<file path="src/rtl/serial_digit_adder_if.sv">
// Handshake/data bundle between a requester and serial_digit_adder.
// Latency: none (wires only).
// Backpressure: the requester must hold off start while busy is high; a start seen then is dropped.
//
// Signals:
//   start, sub, in1, in2, cIn : request and operands, driven by the requester (master)
//   busy, done                : adder status; done is a one-cycle completion pulse
//   sum, cOut, overflow       : registered result, held until the next completion
interface serial_digit_adder_if #(
    parameter int WIDTH = 32
);
    logic             start;
    logic             sub;
    logic [WIDTH-1:0] in1;
    logic [WIDTH-1:0] in2;
    logic             cIn;
    logic             busy;
    logic             done;
    logic [WIDTH-1:0] sum;
    logic             cOut;
    logic             overflow;

    modport master (
        output start, sub, in1, in2, cIn,
        input  busy, done, sum, cOut, overflow
    );

    modport slave (
        input  start, sub, in1, in2, cIn,
        output busy, done, sum, cOut, overflow
    );
endinterface

</file>
<file path="src/rtl/serial_digit_adder.sv">
// Multi-cycle add/subtract: a DIGIT-bit ripple slice walks the operands LSB first, carry registered between steps.
// Latency: start sampled at edge 0, busy for cycles 1..WIDTH/DIGIT, done pulses in cycle WIDTH/DIGIT+1.
// Backpressure: start is accepted only in IDLE or in the DONE cycle; a start while busy is silently dropped.
//
// Ports:
//   clk  : rising-edge clock
//   rstN : synchronous active-low reset, overrides an operation in flight
//   bus  : serial_digit_adder_if slave (start/sub/in1/in2/cIn in; busy/done/sum/cOut/overflow out)
module serial_digit_adder #(
    parameter int WIDTH = 32,
    parameter int DIGIT = 2
) (
    input  logic                clk,
    input  logic                rstN,
    serial_digit_adder_if.slave bus
);
    localparam int            N    = WIDTH / DIGIT;
    localparam int            CW   = $clog2(N) + 1;
    localparam logic [CW-1:0] LAST = CW'(N - 1);

    typedef enum logic [1:0] {
        IDLE = 2'd0,
        RUN  = 2'd1,
        DONE = 2'd2
    } state_t;

    state_t           state;
    logic [WIDTH-1:0] opa;
    logic [WIDTH-1:0] opb;
    logic [WIDTH-1:0] acc;
    logic             carry;
    logic [CW-1:0]    cnt;

    logic [DIGIT:0]   slice;
    logic             c_msb;
    logic [WIDTH-1:0] acc_next;

    // One digit of the ripple adder: {carry out, DIGIT sum bits}.
    assign slice = {1'b0, opa[DIGIT-1:0]} + {1'b0, opb[DIGIT-1:0]} + {{DIGIT{1'b0}}, carry};

    // Carry into the top bit of the slice, recovered from s = a ^ b ^ cin.
    // On the last step this is the carry into the operand MSB.
    assign c_msb = slice[DIGIT-1] ^ opa[DIGIT-1] ^ opb[DIGIT-1];

    // New digit enters at the top of the result register, older digits move down.
    generate
        if (DIGIT == WIDTH) begin : g_full
            assign acc_next = slice[DIGIT-1:0];
        end else begin : g_part
            assign acc_next = {slice[DIGIT-1:0], acc[WIDTH-1:DIGIT]};
        end
    endgenerate

    always_ff @(posedge clk) begin
        if (!rstN) begin
            state        <= IDLE;
            opa          <= '0;
            opb          <= '0;
            acc          <= '0;
            carry        <= 1'b0;
            cnt          <= '0;
            bus.busy     <= 1'b0;
            bus.done     <= 1'b0;
            bus.sum      <= '0;
            bus.cOut     <= 1'b0;
            bus.overflow <= 1'b0;
        end else begin
            case (state)
                IDLE, DONE: begin
                    bus.done <= 1'b0;
                    if (bus.start) begin
                        // Subtract is a + ~b + 1; the +1 rides in on the initial carry.
                        opa      <= bus.in1;
                        opb      <= bus.sub ? ~bus.in2 : bus.in2;
                        carry    <= bus.sub ? 1'b1 : bus.cIn;
                        cnt      <= '0;
                        bus.busy <= 1'b1;
                        state    <= RUN;
                    end else begin
                        state <= IDLE;
                    end
                end

                RUN: begin
                    opa   <= opa >> DIGIT;
                    opb   <= opb >> DIGIT;
                    acc   <= acc_next;
                    carry <= slice[DIGIT];
                    cnt   <= cnt + 1'b1;
                    if (cnt == LAST) begin
                        // Visible outputs change only here, so the previous
                        // result stays readable for the whole run.
                        bus.sum      <= acc_next;
                        bus.cOut     <= slice[DIGIT];
                        bus.overflow <= slice[DIGIT] ^ c_msb;
                        bus.busy     <= 1'b0;
                        bus.done     <= 1'b1;
                        state        <= DONE;
                    end
                end

                default: begin
                    state <= IDLE;
                end
            endcase
        end
    end
endmodule

</file>
<file path="src/flat_wrapper.sv">
// flat-port wrapper written by rule: the top's interface ports become plain ports
module serial_digit_adder_flat 
#(
    parameter int WIDTH = 32,
    parameter int DIGIT = 2
)
  (clk, rstN, bus_start, bus_sub, bus_in1, bus_in2, bus_cIn, bus_busy, bus_done, bus_sum, bus_cOut, bus_overflow);
  serial_digit_adder_if #(.WIDTH(WIDTH)) bus_i ();
  input  logic clk;
  input  logic rstN;
  input wire logic [$bits(bus_i.start)-1:0] bus_start;
  input wire logic [$bits(bus_i.sub)-1:0] bus_sub;
  input wire logic [$bits(bus_i.in1)-1:0] bus_in1;
  input wire logic [$bits(bus_i.in2)-1:0] bus_in2;
  input wire logic [$bits(bus_i.cIn)-1:0] bus_cIn;
  output wire logic [$bits(bus_i.busy)-1:0] bus_busy;
  output wire logic [$bits(bus_i.done)-1:0] bus_done;
  output wire logic [$bits(bus_i.sum)-1:0] bus_sum;
  output wire logic [$bits(bus_i.cOut)-1:0] bus_cOut;
  output wire logic [$bits(bus_i.overflow)-1:0] bus_overflow;
  assign bus_i.start = bus_start;
  assign bus_i.sub = bus_sub;
  assign bus_i.in1 = bus_in1;
  assign bus_i.in2 = bus_in2;
  assign bus_i.cIn = bus_cIn;
  assign bus_busy = bus_i.busy;
  assign bus_done = bus_i.done;
  assign bus_sum = bus_i.sum;
  assign bus_cOut = bus_i.cOut;
  assign bus_overflow = bus_i.overflow;
  serial_digit_adder #(.WIDTH(WIDTH), .DIGIT(DIGIT)) u_core (.clk(clk), .rstN(rstN), .bus(bus_i));
endmodule
</file>
<file path="config.mk">
export PLATFORM = sky130hd
export DESIGN_NAME = serial_digit_adder_flat
export DESIGN_NICKNAME = d
export VERILOG_FILES = /design/src/rtl/serial_digit_adder_if.sv /design/src/rtl/serial_digit_adder.sv /design/src/flat_wrapper.sv
export SDC_FILE = /design/constraint.sdc
export NUM_CORES = 1
export LEC_CHECK = 0
export ABC_CLOCK_PERIOD_IN_PS = 4100
export CAP_MARGIN = 20
export CORE_MARGIN = 3
export CORE_UTILIZATION = 30
export CTS_CLUSTER_SIZE = 12
export DETAILED_ROUTE_END_ITERATION = 8
export HOLD_SLACK_MARGIN = 0.15
export PLACE_DENSITY = 0.6
export SLEW_MARGIN = 20
export SYNTH_ARGS = -nofsm -noshare
export SYNTH_HDL_FRONTEND = slang
export SYNTH_SLANG_ARGS = --single-unit
export TNS_END_PERCENT = 20
</file>
<file path="constraint.sdc">
create_clock -name clk -period 4.1 [get_ports clk]
set_input_delay 0.82 -clock clk [delete_from_list [all_inputs] [get_ports clk]]
set_output_delay 0.82 -clock clk [all_outputs]
set_load 0.02 [all_outputs]
</file>
==> results.yml, run 1 <==
status:
  status: "completed"
cts:
  clockBufferDepth: 2
  clockRootBuffer: "clkbuf_16"
  cts_tree: "done"
  cts-resized-gates: 0
  cts_sinks: 138
  cts-buffers-inserted: 17
  h-tree-depth: 4
  clk_pin_slew_worst_paths_ns: 0.05
  clkLatencyLatePin_ns: 0.41
  cts_setup_buffers: 0
  cts_hold_buf: 0
final_layout:
  drive_above_1_share_pct: 5.593
  nets: 793
  layout_commonest_cell: "nand2_1"
  n_antenna_cell: 0
  area_growth_pct: 29.54
  layout_common_cells: "183 x nand2_1, 138 x dfxtp_1, 106 x a21boi_0"
  final_cell_area_sq_um: 7522
placement:
  numPortBuffers: 104
  dpl_cell_area_sq_um: 6915
  post-place-ws_ns: 1.261
  dp_hpwl_um: 7929
  gp_congestion: 0.7120
global_routing:
  grt_pass1_wl_um: 21310
  grt_max_degree: 139
  grt_pass1_vias: 4269
  grt_usage_pct: 12.28
  grt_antenna_before_repair: 0
  grt.overflow.total: 0
critical_path:
  cp.arrival_ns: 2.76
  r2r_setup_slack_ns: 1.67
  cp_max_fo: 51
  slowest_stage: "buf_4"
  crit_type: "reg2reg"
  ff2ff_path_depth: 5
  max_stage_delay_ns: 0.56
  crit_required_ns: 4.44
  crit_chain: "nor2b_4 -> buf_4 -> and2_4 -> nand2_1 -> a21boi_0"
  r2r_start: "u_core.state[0]$_SDFFE_PN0N_"
  crit_path_start_kind: "flip-flop"
  setup.worst_path.end_class: "flip-flop"
  regToRegEndpoint: "u_core.bus.sum[12]$_SDFFE_PN0P_"
floorplan:
  initial_core_util_pct: 30.84
  die_h_um: 145.1
  core-area_sq_um: 18830
  pin_count: 105
  row_count: 50
  die_w_um: 145.1
  die-area_sq_um: 21060
route:
  ant_nets: 0
  vias_per_cell: 4.553
  drt-total-wl_um: 12970
  avgRoutedWirePerCell_um: 13.07
  drt_first_pass_iters: 4
  drtIter0Drc: 300
  drcViolationCount: 0
  via_count: 4521
timing:
  fin_tns_setup_ns: 0
  hold_viol: 0
  setup_slack_ns: 1.673
  post-route-min-period_ns: 2.427
  grt_setup_unrepaired: "false"
  fin_skew_ns: 0.005799
  drv_slew: 0
  timing.fmax_mhz: 412.1
  tightest_slew_ns: 0.8786
  setup_viol: 0
  slew_headroom_pct: 41.43
  finalCritPeriodShare_pct: 59.19
worst_hold_path:
  whs_path_depth: 2
  hold_end: "u_core.bus.sum[24]$_SDFFE_PN0P_"
  hold_path_class: "reg2reg"
  min-delay-start: "u_core.bus.sum[24]$_SDFFE_PN0P_"
power:
  ir_drop_uv: 307.4
  p_leak_nw: 2.643
  finalPower_w: 0.003305
  pwr_density_cell_nw_per_um2: 439.4
logic_synthesis:
  synth_area_leader_cell: "dfxtp_1"
  yosys_warnings: 0
  ys.flop_type: "dfxtp_1"
  synthTopCellsByArea: "dfxtp_1 48%, a21boi_0 14%, nand2_1 12%"
  yosysUniqueCellTypes: 30
  synth_seq_area_share_pct: 47.58
  synth_top_cell_area_share_pct: 47.58
  ys_seq_elements: 138
  synthesis.area_sq_um: 5807
  synthCells: 647
  synth_edf_count: 0
  synth.avg_cell_area_sq_um: 8.975
  syn-num-nets: 720
  async_flop_share_pct: 0
job:
  drv_cap: 0
[critical path: cells and delay by family, from the launching register on]
kind	cells	cell delay [ns]
and+or+nand+nor	3	1.17
buffers and inverters	1	0.56
DFF	1	0.45
AOI/OAI and AO/OA	1	0.16
[per-layer routing]
metal	routed length (um)	GRT usage [%]
met5	0	0
met4	127	3.561
met3	607	4.060
met2	5816	18.71
met1	6423	16.62
[sequential cells by signal (all words and copies together) (netlist names)]
| signal | count |
|---|---|
| u_core.cnt | 5 |
| u_core.carry | 1 |
| u_core.opb | 32 |
| u_core.bus.busy | 1 |
| u_core.acc | 30 |
| u_core.bus.overflow | 1 |
| u_core.bus.cOut | 1 |
| u_core.bus.done | 1 |
| u_core.opa | 32 |
| u_core.bus.sum | 32 |
| u_core.state | 2 |
[through the flow]
| stage | instances | hold slack (ns) | utilization [%] |
|---|---|---|---|
| after floorplan | 647 | 0.4355 | - |
| after global placement | 961 | 0.4424 | 36.70 |
| after CTS | 993 | 0.4561 | 39.95 |
| after detailed placement | 961 | 0.4480 | 36.72 |
| final | 993 | 0.4505 | 39.95 |
| after global routing | 993 | 0.4785 | 39.95 |
[worst max-delay path by stage]
stage                                            start                                to  slack [ns]  cells past startpoint
after global placement                       bus_start       u_core.opb[31]$_SDFFE_PN0P_        1.28                      6
after floorplan              u_core.carry$_SDFFE_PN0P_  u_core.bus.overflow$_SDFFE_PN0P_        2.28                      6
after detailed placement                     bus_start        u_core.cnt[2]$_SDFFE_PN0P_        1.26                      6
final                     u_core.state[0]$_SDFFE_PN0N_   u_core.bus.sum[12]$_SDFFE_PN0P_        1.67                      5
after CTS                 u_core.state[0]$_SDFFE_PN0N_   u_core.bus.sum[12]$_SDFFE_PN0P_        1.63                      5
after global routing      u_core.state[0]$_SDFFE_PN0N_   u_core.bus.sum[26]$_SDFFE_PN0P_        1.44                      5
[synthesized netlist by cell type (2+ instances only)]
library cell    n
buf_2          23
a21boi_0      106
inv_1           6
buf_6           8
xor2_1         32
xnor2_1         3
and3_1          2
fa_1            2
o211a_1         5
a21boi_1       14
a22oi_1        65
o21a_1          3
buf_4           2
nor2b_1         9
clkbuf_1       23
nand2_1       183
ha_1            2
a21oi_1         4
dfxtp_1       138
nor2_1          5
o21ai_0         3
[cell families (layout without fill, tap and decap cells)]
| family | Yosys count | in the layout | share of synthesized area (%) |
|---|---|---|---|
| and+or+nand+nor | 207 | 207 | 14.50 |
| AOI/OAI and AO/OA | 201 | 201 | 25.86 |
| xor gates and xnor gates | 35 | 35 | 5.279 |
| adders and majority gates | 4 | 4 | 1.120 |
| buffers and inverters | 62 | 148 | 5.667 |
| DFF | 138 | 138 | 47.58 |
[layout make-up]
class,count,area [sq um]
clock buffers,24,491.7
flip-flops and latches,138,2763
well taps,260,325.3
inverters,6,22.52
clock inverters,8,115.1
repair buffers,110,1082
multi-input cells,447,2723
fillers,1903,11310
[report_power, final]
part,internal [W],total (W),switching [W]
clock network,0.00102,0.00157,0.000549
registers,0.00140,0.00143,0.0000299
logic,0.000149,0.000313,0.000164
total,0.00256,0.00331,0.000743
(Power assumes the default switching activity.)
==> run 2: changes to the inputs <==
ABC_CLOCK_PERIOD_IN_PS = 2200   (was 4100)
PLACE_DENSITY = 0.61   (was 0.6)
clock period = 2.2 ns   (was 4.1 ns; I/O delays follow)
==> results.yml, run 2 (synthesis gave the netlist of run 1 again) <==
status:
  status: "completed"
timing:
  timing.fmax_mhz: 517.3
  post-route-min-period_ns: 1.933
  fin_tns_setup_ns: 0
  fin_skew_ns: 0.006363
  setup_viol: 0
  drv_slew: 0
  slew_headroom_pct: 38.27
  tightest_slew_ns: 0.9259
  grt_setup_unrepaired: "false"
  finalCritPeriodShare_pct: 87.87
  hold_viol: 0
cts:
  clk_pin_slew_worst_paths_ns: 0.06
  cts-resized-gates: 0
  cts_tree: "done"
  cts_setup_buffers: 0
  clkLatencyLatePin_ns: 0.41
  cts_hold_buf: 0
  cts-buffers-inserted: 17
  cts_sinks: 138
  h-tree-depth: 4
  clockBufferDepth: 2
  clockRootBuffer: "clkbuf_16"
route:
  ant_nets: 0
  via_count: 4543
  drt_first_pass_iters: 6
  drtIter0Drc: 251
  drcViolationCount: 0
  vias_per_cell: 4.538
  drt-total-wl_um: 12900
  avgRoutedWirePerCell_um: 12.89
final_layout:
  drive_above_1_share_pct: 6.748
  nets: 801
  fillers: 1951
  area_growth_pct: 32.26
  n_antenna_cell: 0
  multiInputGateArea_sq_um: 2723
  regArea_sq_um: 2763
  layout_common_cells: "183 x nand2_1, 138 x dfxtp_1, 106 x a21boi_0"
  layout_commonest_cell: "nand2_1"
  reg.largest.list: "u_core.bus.sum: 32 flops, u_core.opa: 32 flops, u_core.opb: 32 flops"
power:
  pwr_density_cell_nw_per_um2: 826.1
  finalPower_w: 0.006344
  p_leak_nw: 2.705
  ir_drop_uv: 515.2
global_routing:
  grt_max_degree: 53
  grt.overflow.total: 0
  grt_antenna_before_repair: 0
  grt_usage_pct: 12.15
  grt_pass1_wl_um: 21190
  grt_pass1_vias: 4361
critical_path:
  crit_path_start_kind: "flip-flop"
  crit_type: "reg2reg"
  r2r_setup_slack_ns: 0.27
  setup.worst_path.end_class: "flip-flop"
  crit_required_ns: 2.48
  ff2ff_path_depth: 6
  r2r_start: "u_core.carry$_SDFFE_PN0P_"
  cp_max_fo: 3
  cp.arrival_ns: 2.21
  regToRegEndpoint: "u_core.bus.overflow$_SDFFE_PN0P_"
placement:
  dp_hpwl_um: 8126
  gp_congestion: 0.7066
  numPortBuffers: 104
worst_hold_path:
  hold_path_class: "reg2reg"
  min-delay-start: "u_core.bus.sum[18]$_SDFFE_PN0P_"
  whs_path_depth: 2
  hold_end: "u_core.bus.sum[18]$_SDFFE_PN0P_"
floorplan:
  initial_core_util_pct: 30.84
  die_h_um: 145.1
  die-area_sq_um: 21060
  core-area_sq_um: 18830
  pin_count: 105
  die_w_um: 145.1
  row_count: 50
job:
  drv_cap: 0
[run 2: worst max path at each step]
| stage | start | end | slack [ns] |
|---|---|---|---|
| after CTS | u_core.carry$_SDFFE_PN0P_ | u_core.bus.overflow$_SDFFE_PN0P_ | 0.25 |
| after global placement | u_core.carry$_SDFFE_PN0P_ | u_core.bus.overflow$_SDFFE_PN0P_ | 0.32 |
| after detailed placement | u_core.carry$_SDFFE_PN0P_ | u_core.bus.overflow$_SDFFE_PN0P_ | 0.28 |
| after floorplan | u_core.carry$_SDFFE_PN0P_ | u_core.bus.overflow$_SDFFE_PN0P_ | 0.38 |
| after global routing | u_core.opb[0]$_SDFFE_PN0P_ | u_core.bus.overflow$_SDFFE_PN0P_ | 0.14 |
| final | u_core.carry$_SDFFE_PN0P_ | u_core.bus.overflow$_SDFFE_PN0P_ | 0.27 |
[run 2: layout make-up]
| cell class | count | share of cell area, % |
|---|---|---|
| Multi-Input combinational cell | 447 | 35.45 |
| Clock inverter | 13 | 2.607 |
| Timing Repair Buffer | 118 | 15.80 |
| Clock buffer | 19 | 5.637 |
| Sequential cell | 138 | 35.97 |
| Tap cell | 260 | 4.236 |
| Inverter | 6 | 0.2933 |
[run 2: metal layers]
metal | part of all wire (%) | track usage [%] | wire (um)
met5 | 0 | 0 | 0
met4 | 1.2 | 3.989 | 158
met3 | 4.5 | 3.685 | 578
met2 | 45 | 19.01 | 5825
met1 | 49 | 16.05 | 6336
[run 2: worst max-delay path: stages (launching register included)]
cell	delay, ns
dfxtp_1	0.30
inv_1	0.06
fa_1	0.45
fa_1	0.55
xnor2_1	0.22
xnor2_1	0.14
a21oi_1	0.08
[run 2: where the power goes]
group          internal (W)  total [W]  switching (W)
Clock               0.00200    0.00307        0.00107
Sequential          0.00260    0.00266      0.0000558
Combinational      0.000305   0.000613       0.000308
Total               0.00491    0.00634        0.00144
[run 2: per-stage QoR]
step,setup WS (ns),cell area (sq um),utilization [%],instances,hold slack [ns]
after floorplan,0.3774,5807,-,647,0.4355
after global placement,0.3227,7047,37.42,969,0.4473
after detailed placement,0.2778,7047,37.42,969,0.4477
after CTS,0.2476,7680,40.78,1001,0.4437
after global routing,0.1385,7680,40.78,1001,0.4526
final,0.2668,7680,40.78,1001,0.4541
==> run 3: changes to the inputs <==
CAP_MARGIN = not set   (was 20)
==> results of run 3 <==
The final DEF is identical to that of run 2; final timing and power are the same.
